### src/rtl/pixel_queue.sv
// pixel_queue: FIFO between a pixel renderer and a VGA adapter write port.
// Off-screen pixels are dropped and counted; on-screen pixels pass through a
// DEPTH-entry circular buffer into a single output register that drives the
// adapter. When the buffer is empty, an accepted pixel goes straight into a
// free output register, so it is presented the cycle after it was accepted.
module pixel_queue #(
  parameter int DEPTH = 16,
  parameter int X_MAX = 160,
  parameter int Y_MAX = 120
) (
  input  logic        clock,
  input  logic        reset,
  input  logic        in_valid,
  output logic        in_ready,
  input  logic [7:0]  in_x,
  input  logic [6:0]  in_y,
  input  logic [11:0] in_color,
  input  logic        flush,
  output logic [7:0]  VGA_X,
  output logic [6:0]  VGA_Y,
  output logic [11:0] VGA_COLOR,
  output logic        plot,
  input  logic        out_ready,
  output logic        empty,
  output logic [6:0]  count,
  output logic [7:0]  clip_count
);

  localparam int AW = $clog2(DEPTH);
  localparam logic [6:0] DEPTH_C = 7'(DEPTH);
  localparam logic [7:0] XMAX_C  = 8'(X_MAX);
  localparam logic [6:0] YMAX_C  = 7'(Y_MAX);

  typedef struct packed {
    logic [7:0]  x;
    logic [6:0]  y;
    logic [11:0] color;
  } pixel_t;

  pixel_t          mem [DEPTH];
  logic [AW-1:0]   wr_ptr_q, wr_ptr_d;
  logic [AW-1:0]   rd_ptr_q, rd_ptr_d;
  logic [6:0]      count_q, count_d;
  logic [7:0]      clip_q, clip_d;
  logic            plot_q, plot_d;
  pixel_t          out_q, out_d;

  pixel_t          in_pix;
  logic            fifo_empty;
  logic            accept;
  logic            on_screen;
  logic            out_free;
  logic            load_fifo;
  logic            load_direct;
  logic            write;

  assign in_pix     = '{x: in_x, y: in_y, color: in_color};
  assign fifo_empty = (count_q == 7'd0);
  assign in_ready   = (count_q < DEPTH_C) && !flush;
  assign accept     = in_valid && in_ready;
  assign on_screen  = (in_x < XMAX_C) && (in_y < YMAX_C);
  // Output register can take a new pixel when idle or being popped this cycle.
  assign out_free   = !plot_q || out_ready;
  assign load_fifo  = out_free && !fifo_empty;
  // Bypass into the output register only when nothing older is buffered.
  assign load_direct = out_free && fifo_empty && accept && on_screen;
  assign write      = accept && on_screen && !load_direct;

  // Next-state for pointers, occupancy, clip counter and output register.
  always_comb begin
    wr_ptr_d = wr_ptr_q;
    rd_ptr_d = rd_ptr_q;
    count_d  = count_q;
    clip_d   = clip_q;
    plot_d   = plot_q;
    out_d    = out_q;
    if (write)     wr_ptr_d = wr_ptr_q + AW'(1);
    if (load_fifo) rd_ptr_d = rd_ptr_q + AW'(1);
    count_d = count_q + 7'(write) - 7'(load_fifo);
    if (accept && !on_screen && clip_q != 8'hFF) clip_d = clip_q + 8'd1;
    if (load_fifo) begin
      out_d  = mem[rd_ptr_q];
      plot_d = 1'b1;
    end else if (load_direct) begin
      out_d  = in_pix;
      plot_d = 1'b1;
    end else if (plot_q && out_ready) begin
      plot_d = 1'b0;
    end
    // Flush empties the queue but keeps the clip statistic and last VGA fields.
    if (flush) begin
      wr_ptr_d = '0;
      rd_ptr_d = '0;
      count_d  = '0;
      plot_d   = 1'b0;
      out_d    = out_q;
    end
  end

  // State registers with synchronous reset.
  always_ff @(posedge clock) begin
    if (reset) begin
      wr_ptr_q <= '0;
      rd_ptr_q <= '0;
      count_q  <= '0;
      clip_q   <= '0;
      plot_q   <= 1'b0;
      out_q    <= '0;
    end else begin
      wr_ptr_q <= wr_ptr_d;
      rd_ptr_q <= rd_ptr_d;
      count_q  <= count_d;
      clip_q   <= clip_d;
      plot_q   <= plot_d;
      out_q    <= out_d;
    end
  end

  // Storage write; contents are don't-care until the pointers cover them.
  always_ff @(posedge clock) begin
    if (write && !flush && !reset) mem[wr_ptr_q] <= in_pix;
  end

  assign VGA_X      = out_q.x;
  assign VGA_Y      = out_q.y;
  assign VGA_COLOR  = out_q.color;
  assign plot       = plot_q;
  assign count      = count_q;
  assign clip_count = clip_q;
  assign empty      = fifo_empty && !plot_q;

endmodule

### config.mk
export PLATFORM = sky130hd
export DESIGN_NAME = pixel_queue
export DESIGN_NICKNAME = d
export VERILOG_FILES = /design/src/rtl/pixel_queue.sv
export SDC_FILE = /design/constraint.sdc
export NUM_CORES = 1
export LEC_CHECK = 0
export ABC_AREA = 1
export CAP_MARGIN = 40
export CELL_PAD_IN_SITES_DETAIL_PLACEMENT = 1
export CELL_PAD_IN_SITES_GLOBAL_PLACEMENT = 1
export CORE_MARGIN = 2
export CORE_UTILIZATION = 40
export CTS_BUF_LIST = sky130_fd_sc_hd__clkbuf_4 sky130_fd_sc_hd__clkbuf_8
export DETAILED_ROUTE_END_ITERATION = 6
export GPL_ROUTABILITY_DRIVEN = 0
export PLACE_DENSITY = 0.74
export SYNTH_ARGS = -nofsm -noshare
export SYNTH_HDL_FRONTEND = slang
export SYNTH_SLANG_ARGS = --single-unit
### constraint.sdc
create_clock -name clock -period 3.8 [get_ports clock]
set_input_delay 0.38 -clock clock [delete_from_list [all_inputs] [get_ports clock]]
set_output_delay 0.38 -clock clock [all_outputs]
set_load 0.02 [all_outputs]
* Word-level counts from Yosys, hierarchy flattened
Memories as Yosys holds them, arrays and structs flattened. A register that Yosys moved wholly into a read port is not among the register bits.
Index checks and enable logic that the tools add are counted.
** Storage, ports and cells
- Logic and storage cells :: 55
- Flip-flop bits (word level) :: 51
- Output and inout bits :: 45
- Memories kept :: 1
- Memory bits (writable) :: 432
- Bits of input ports :: 32
** Operators by class
- Bitwise gates (word level) :: 1
- Reductions and logical operators :: 27
- Add/subtract/negate cells :: 5
- Eq/ne operators :: 1
- Multiplexer cells :: 9
- $lt $le $gt $ge :: 3
** Memories
- mem :: depth 16, width 27, read ports 1, clocked after memory_dff 1, wr ports 1, line 40 : pixel_t mem [DEPTH];
** Operators with widths (number)
- two-way mux 27 bit :: 2
- logical AND 1 bit :: 15
- adder 4 x 1 -> 4 bit (second input constant) :: 2
- adder 8 x 1 -> 8 bit (second input constant) :: 1
- < comparator 8 bit (second input constant) :: 1
- two-way mux 4 bit :: 2
- != test 8 bit (second input constant) :: 1
- adder 7 x 1 -> 7 bit :: 1
- zero test 7 bit :: 1
- < comparator 7 x 5 -> 1 bit (second input constant) :: 1
- < comparator 7 bit (second input constant) :: 1
- subtractor 7 x 1 -> 7 bit :: 1
- zero test 1 bit :: 6
- two-way mux 1 bit :: 5
- nonzero test 3 bit :: 1
- AND reduction 2 bit :: 1
- nonzero test 2 bit :: 1
- OR reduction 2 bit :: 1
- logical OR 1 bit :: 1
- NOT 1 bit :: 1

* Depth between registers and ports, before layout
- Depth in word-level cells :: 11
- Mapped depth :: 18
- Mapped depth without buffers :: 18

* Worst setup path after synthesis
Ideal clock, no wire load.
- Path type :: register to register
- Start point :: register count_q[5], in the netlist count[5]
- End point :: memory mem[11][0] (netlist name), enable pin
- Data required time :: 3.389 ns
- Stages on the path, launching flop included :: 11
- Slack :: 0.944 ns
- Clock period less this slack :: 2.856 ns
- Library setup time :: 0.411 ns
- Path buffers :: 0
- Arrival :: 2.445 ns
- Path through :: dfxtp_1 inv_1 ha_1 nand3_1 inv_2 nand2_2 nor2_2 o21ai_2 inv_2 nand2_1 nor2_1
** On the way
- Cells in the longest elaborated chain, start to end :: 11
- Elaborated cells between the ends (all ways) :: 14
- Those cells by class :: order compare: 1; mux: 2; reduce/logical: 11
** Ends and longest elaborated chain
- from (decl) :: line 43 : logic [6:0] count_q, count_d;
- from (signal assigned) :: line 112 : count_q <= count_d;
- < comparator 7 x 5 -> 1 bit * :: line 59 : assign in_ready = (count_q < DEPTH_C) && !flush;
- logical AND 1 bit * :: line 59
- named net in_ready :: line 14 : output logic in_ready,
- logical AND 1 bit * :: line 60 : assign accept = in_valid && in_ready;
- logical AND 1 bit (2 in a row) :: line 66 : assign load_direct = out_free && fifo_empty && accept && on_screen;
- zero test 1 bit :: line 67 : assign write = accept && on_screen && !load_direct;
- logical AND 1 bit * :: line 67
- logical AND 1 bit * (2 in a row) :: line 121 : if (write && !flush && !reset) mem[wr_ptr_q] <= in_pix;
- two-way mux 1 bit * :: line 121
- two-way mux 1 bit (implied by the code) * :: line 121
- to (decl) :: line 40
Mark *: on every way through the listed nets, which the timed path passes. The rest lies on a longest branch.

* Worst setup path in the final report
- Start point :: input in_x[7]
- End point :: register count_q[6], in the netlist count[6]
** On the way
- Cells in the longest elaborated chain, start to end :: 7
- Elaborated cells between the ends (all ways) :: 8
- Those cells by class :: add/sub: 2; order compare: 1; reduce/logical: 5
** Ends and longest elaborated chain
- from (decl) :: line 15 : input logic [7:0] in_x,
- < comparator 8 bit * :: line 61 : assign on_screen = (in_x < XMAX_C) && (in_y < YMAX_C);
- logical AND 1 bit * :: line 61
- logical AND 1 bit :: line 66
- zero test 1 bit :: line 67
- logical AND 1 bit * :: line 67
- adder 7 x 1 -> 7 bit * :: line 79 : count_d = count_q + 7'(write) - 7'(load_fifo);
- subtractor 7 x 1 -> 7 bit * :: line 79
Every way passes the cells marked *; elsewhere a longest branch is shown, timed or not.
A chain may end at the register's enable or synchronous reset.

==> out/qor.csv <==
stage;metric;value;unit
logic_synthesis;Yosys warning count;0;
die;cell row count;84;
sta;Post-Route Setup TNS;0;ns
flow_run;number of max-capacitance violations reported;0;
global_route;global-route wire length before repair;92800;um
cells_and_area;Core Util, Final;46.8;%
sta;max_slew headroom;18.5;%
power_and_ir_drop;power density relative to cell area;642;mW/mm^2
cells_and_area;Nets;2269;
logic_synthesis;Seq/Total Area, Yosys;66.8;%
die;starting utilization of the core area;40.3;%
sta;Fmax achieved;355;MHz
logic_synthesis;Gate Count Post-Synth;2102;
routing;DRC marker count from the first detailed-route iteration;1041;
die;total I/O pin count;77;
setup_path;launching element type of the critical path;input port;
setup_path;type of destination of the critical path;flip-flop;
sta;number of failing hold endpoints at the final stage;0;
clocking;post-CTS clock slew at the launch and capture registers of the worst setup and hold paths;0.06;ns
logic_synthesis;leading cell types by total area after synthesis;sky130_fd_sc_hd__edfxtp_1, sky130_fd_sc_hd__nand2_1, sky130_fd_sc_hd__nand3_1, sky130_fd_sc_hd__dfxtp_1, sky130_fd_sc_hd__inv_1;
cells_and_area;number of fill cells in the layout;5876;
hold_path;worst min-delay path startpoint;reset;
routing;Routed wire per std cell;20.2;um
sta;Worst Tran Pin Value;1.22;ns
logic_synthesis;cell area after synthesis;0.0211;mm^2
outcome;result of the run;complete, no violations;
clocking;library cell used as clock root buffer;sky130_fd_sc_hd__clkbuf_8;
cells_and_area;synth-to-layout area growth;16.2;%
routing;antenna-violating nets left;0;
clocking;latest clock arrival within the worst-skew pair;0.65;ns
setup_path;kind of critical path;input port to flip-flop;
global_route;vias in the first global route;16300;
sta;share of the clock period used by the worst path;74.1;%
logic_synthesis;mean instance size in the synthesized netlist;10.0;um^2
setup_path;largest fanout of any net on the critical path;3;
cells_and_area;highest-count cells in the layout ignoring fill and taps;sky130_fd_sc_hd__nand2_1, sky130_fd_sc_hd__edfxtp_1, sky130_fd_sc_hd__nand3_1, sky130_fd_sc_hd__inv_1, sky130_fd_sc_hd__clkbuf_8;
clocking;buffers inserted by post-CTS timing repair;0;
sta;Setup Viol. Count Final;0;
cells_and_area;post-layout instance area;0.0245;mm^2
die;Chip Height;234;um
sta;Worst Skew;0.0298;ns
hold_path;classification of the worst-slack hold path;input port to flip-flop;
routing;number of vias per cell;5.09;
place;post-placement cell area;0.0229;mm^2
setup_path;required time worst endpoint;4.33;ns
logic_synthesis;flip-flop and latch count after synthesis;487;
clocking;number of buffers added by the clock tree synthesis step;83;
routing;number of remaining DRC errors;0;
logic_synthesis;Yosys top cell by area;sky130_fd_sc_hd__edfxtp_1;
sta;number of pins with negative max-slew slack in the final report;0;
clocking;CTS tree;done;
cells_and_area;most common library cell in the layout ignoring fill and taps;sky130_fd_sc_hd__nand2_1;
global_route;number of antenna violations at the first check in global routing;2;
power_and_ir_drop;leakage power;0.0101;uW
sta;Tmin final;2.82;ns
die;Die W;234;um
power_and_ir_drop;highest ir drop seen on vdd;0.000543;V
setup_path;signal arrival time at the worst endpoint;3.35;ns
place;Detail Placement HPWL;35300;um
logic_synthesis;synth unique cells;31;
global_route;Overall Global Routing Usage;22.5;%
routing;overall via count from detail_route;15100;
clocking;sink count of the clock tree;487;
clocking;maximum level of the CTS H-tree;3;
routing;total wirelength of the detailed-routed design;60100;um
global_route;maximum number of pins on one net before global-route repair;217;
place;IO buf count;76;
global_route;total grt overflow;0;
logic_synthesis;nets in the synthesized netlist;2151;
clocking;number of buffers added to fix hold violations after cts;0;
cells_and_area;layout cell share with drive strength beyond 1;11.6;%
setup_path;crit path from;in_x[7];
sta;setup repair after global routing missed its margin;false;
clocking;clk buf depth;3;
routing;detailed-router iteration count before antenna repair;5;
die;die area;0.0546;mm^2
clocking;PostCTS Resize Cnt;0;
logic_synthesis;share of the synthesized area in the top cell type;61.5;%
die;Core Region;0.0523;mm^2
setup_path;Worst R2R Start;count[5]$_SDFF_PP0_;
[cell usage after synthesis, drive strengths merged]
master,count
a21oi,47
and2,1
and3,1
buf,86
clkbuf,14
clkinv,1
dfxtp,55
edfxtp,432
fa,1
ha,16
inv,286
nand2,764
nand3,314
nand4,5
nor2,32
o21ai,15
or2,28
xnor2,3
xor2,1
[sequential cells by signal, summed over array words and instances, names as in the netlist, named ones only]
register	cells
VGA_Y	7
wr_ptr_q	4
VGA_COLOR	12
mem	432
VGA_X	8
plot	1
rd_ptr_q	4
clip_count	8
count	7
[path summary, 6_finish.rpt]
kind	slack [ns]	end	depth (start not counted)
min	0.44	clip_count[1]$_SDFFE_PP0P_	2
max reg2reg	1.00	count[6]$_SDFF_PP0_	18
min reg2reg	0.50	flip-flop	2
max	0.98	count[6]$_SDFF_PP0_	16
[metrics by stage]
step | worst slack [ns] | hold WS [ns] | std cells | total power, uW
floorplan | 0.944 | 0.434 | 2102 | 9580
global placement | 0.372 | 0.440 | 2821 | 11200
detailed placement | 0.333 | 0.476 | 2823 | 11300
CTS | 0.968 | 0.377 | 2973 | 15900
global route | 0.735 | 0.431 | 2974 | 16600
finish | 0.985 | 0.441 | 2974 | 15700
[critical path, stage by stage]
cell and delay [ns]:
sky130_fd_sc_hd__clkdlybuf4s50_1 0.58, sky130_fd_sc_hd__o21ai_1 0.28, sky130_fd_sc_hd__nand2_1 0.14, sky130_fd_sc_hd__nor2_2 0.15
sky130_fd_sc_hd__o21ai_2 0.07, sky130_fd_sc_hd__ha_1 0.28, sky130_fd_sc_hd__inv_1 0.04, sky130_fd_sc_hd__ha_1 0.21
sky130_fd_sc_hd__fa_1 0.45, sky130_fd_sc_hd__nand3_1 0.11, sky130_fd_sc_hd__nand3_1 0.11, sky130_fd_sc_hd__nand2_1 0.09
sky130_fd_sc_hd__nand2_1 0.05, sky130_fd_sc_hd__a21oi_1 0.16, sky130_fd_sc_hd__a21oi_1 0.09, sky130_fd_sc_hd__and2_1 0.15
[power by group]
| part | internal [uW] | switching, uW |
|---|---|---|
| logic | 1630 | 3330 |
| clock network | 2430 | 2110 |
| registers | 6050 | 192 |
| total | 10100 | 5630 |
[final cells by class]
class	instances	area, um^2	share of cell area [%]
clock buffers	119	1440	5.87
diodes	1	2.50	0.0102
multi-input cells	1228	5540	22.6
repair buffers	133	1350	5.50
inverters	287	1090	4.44
flip-flops and latches	487	14100	57.5
clock inverters	31	135	0.552
well taps	688	861	3.52
[logic make-up (layout without fill, tap and decap cells)]
family / after synthesis / count (layout) / synth area share (%)
buf+inv: 387 / 570 / 7.55
xor+xnor: 4 / 4 / 0.166
fa+ha+maj: 17 / 17 / 1.04
flops: 487 / 487 / 66.8
compound gates: 62 / 62 / 1.67
simple gates: 1145 / 1145 / 22.8
other cells: 0 / 1 / 0
[metal layers]
metal / track usage (%) / vias to the layer above / wire length (um)
li1: - / 7068 / -
met1: 27.8 / 7575 / 24800
met2: 38.9 / 380 / 30000
met3: 4.15 / 118 / 3010
met4: 9.10 / 0 / 2200
met5: 0 / - / 0
Note: power is estimated with default switching activity, not from simulation.
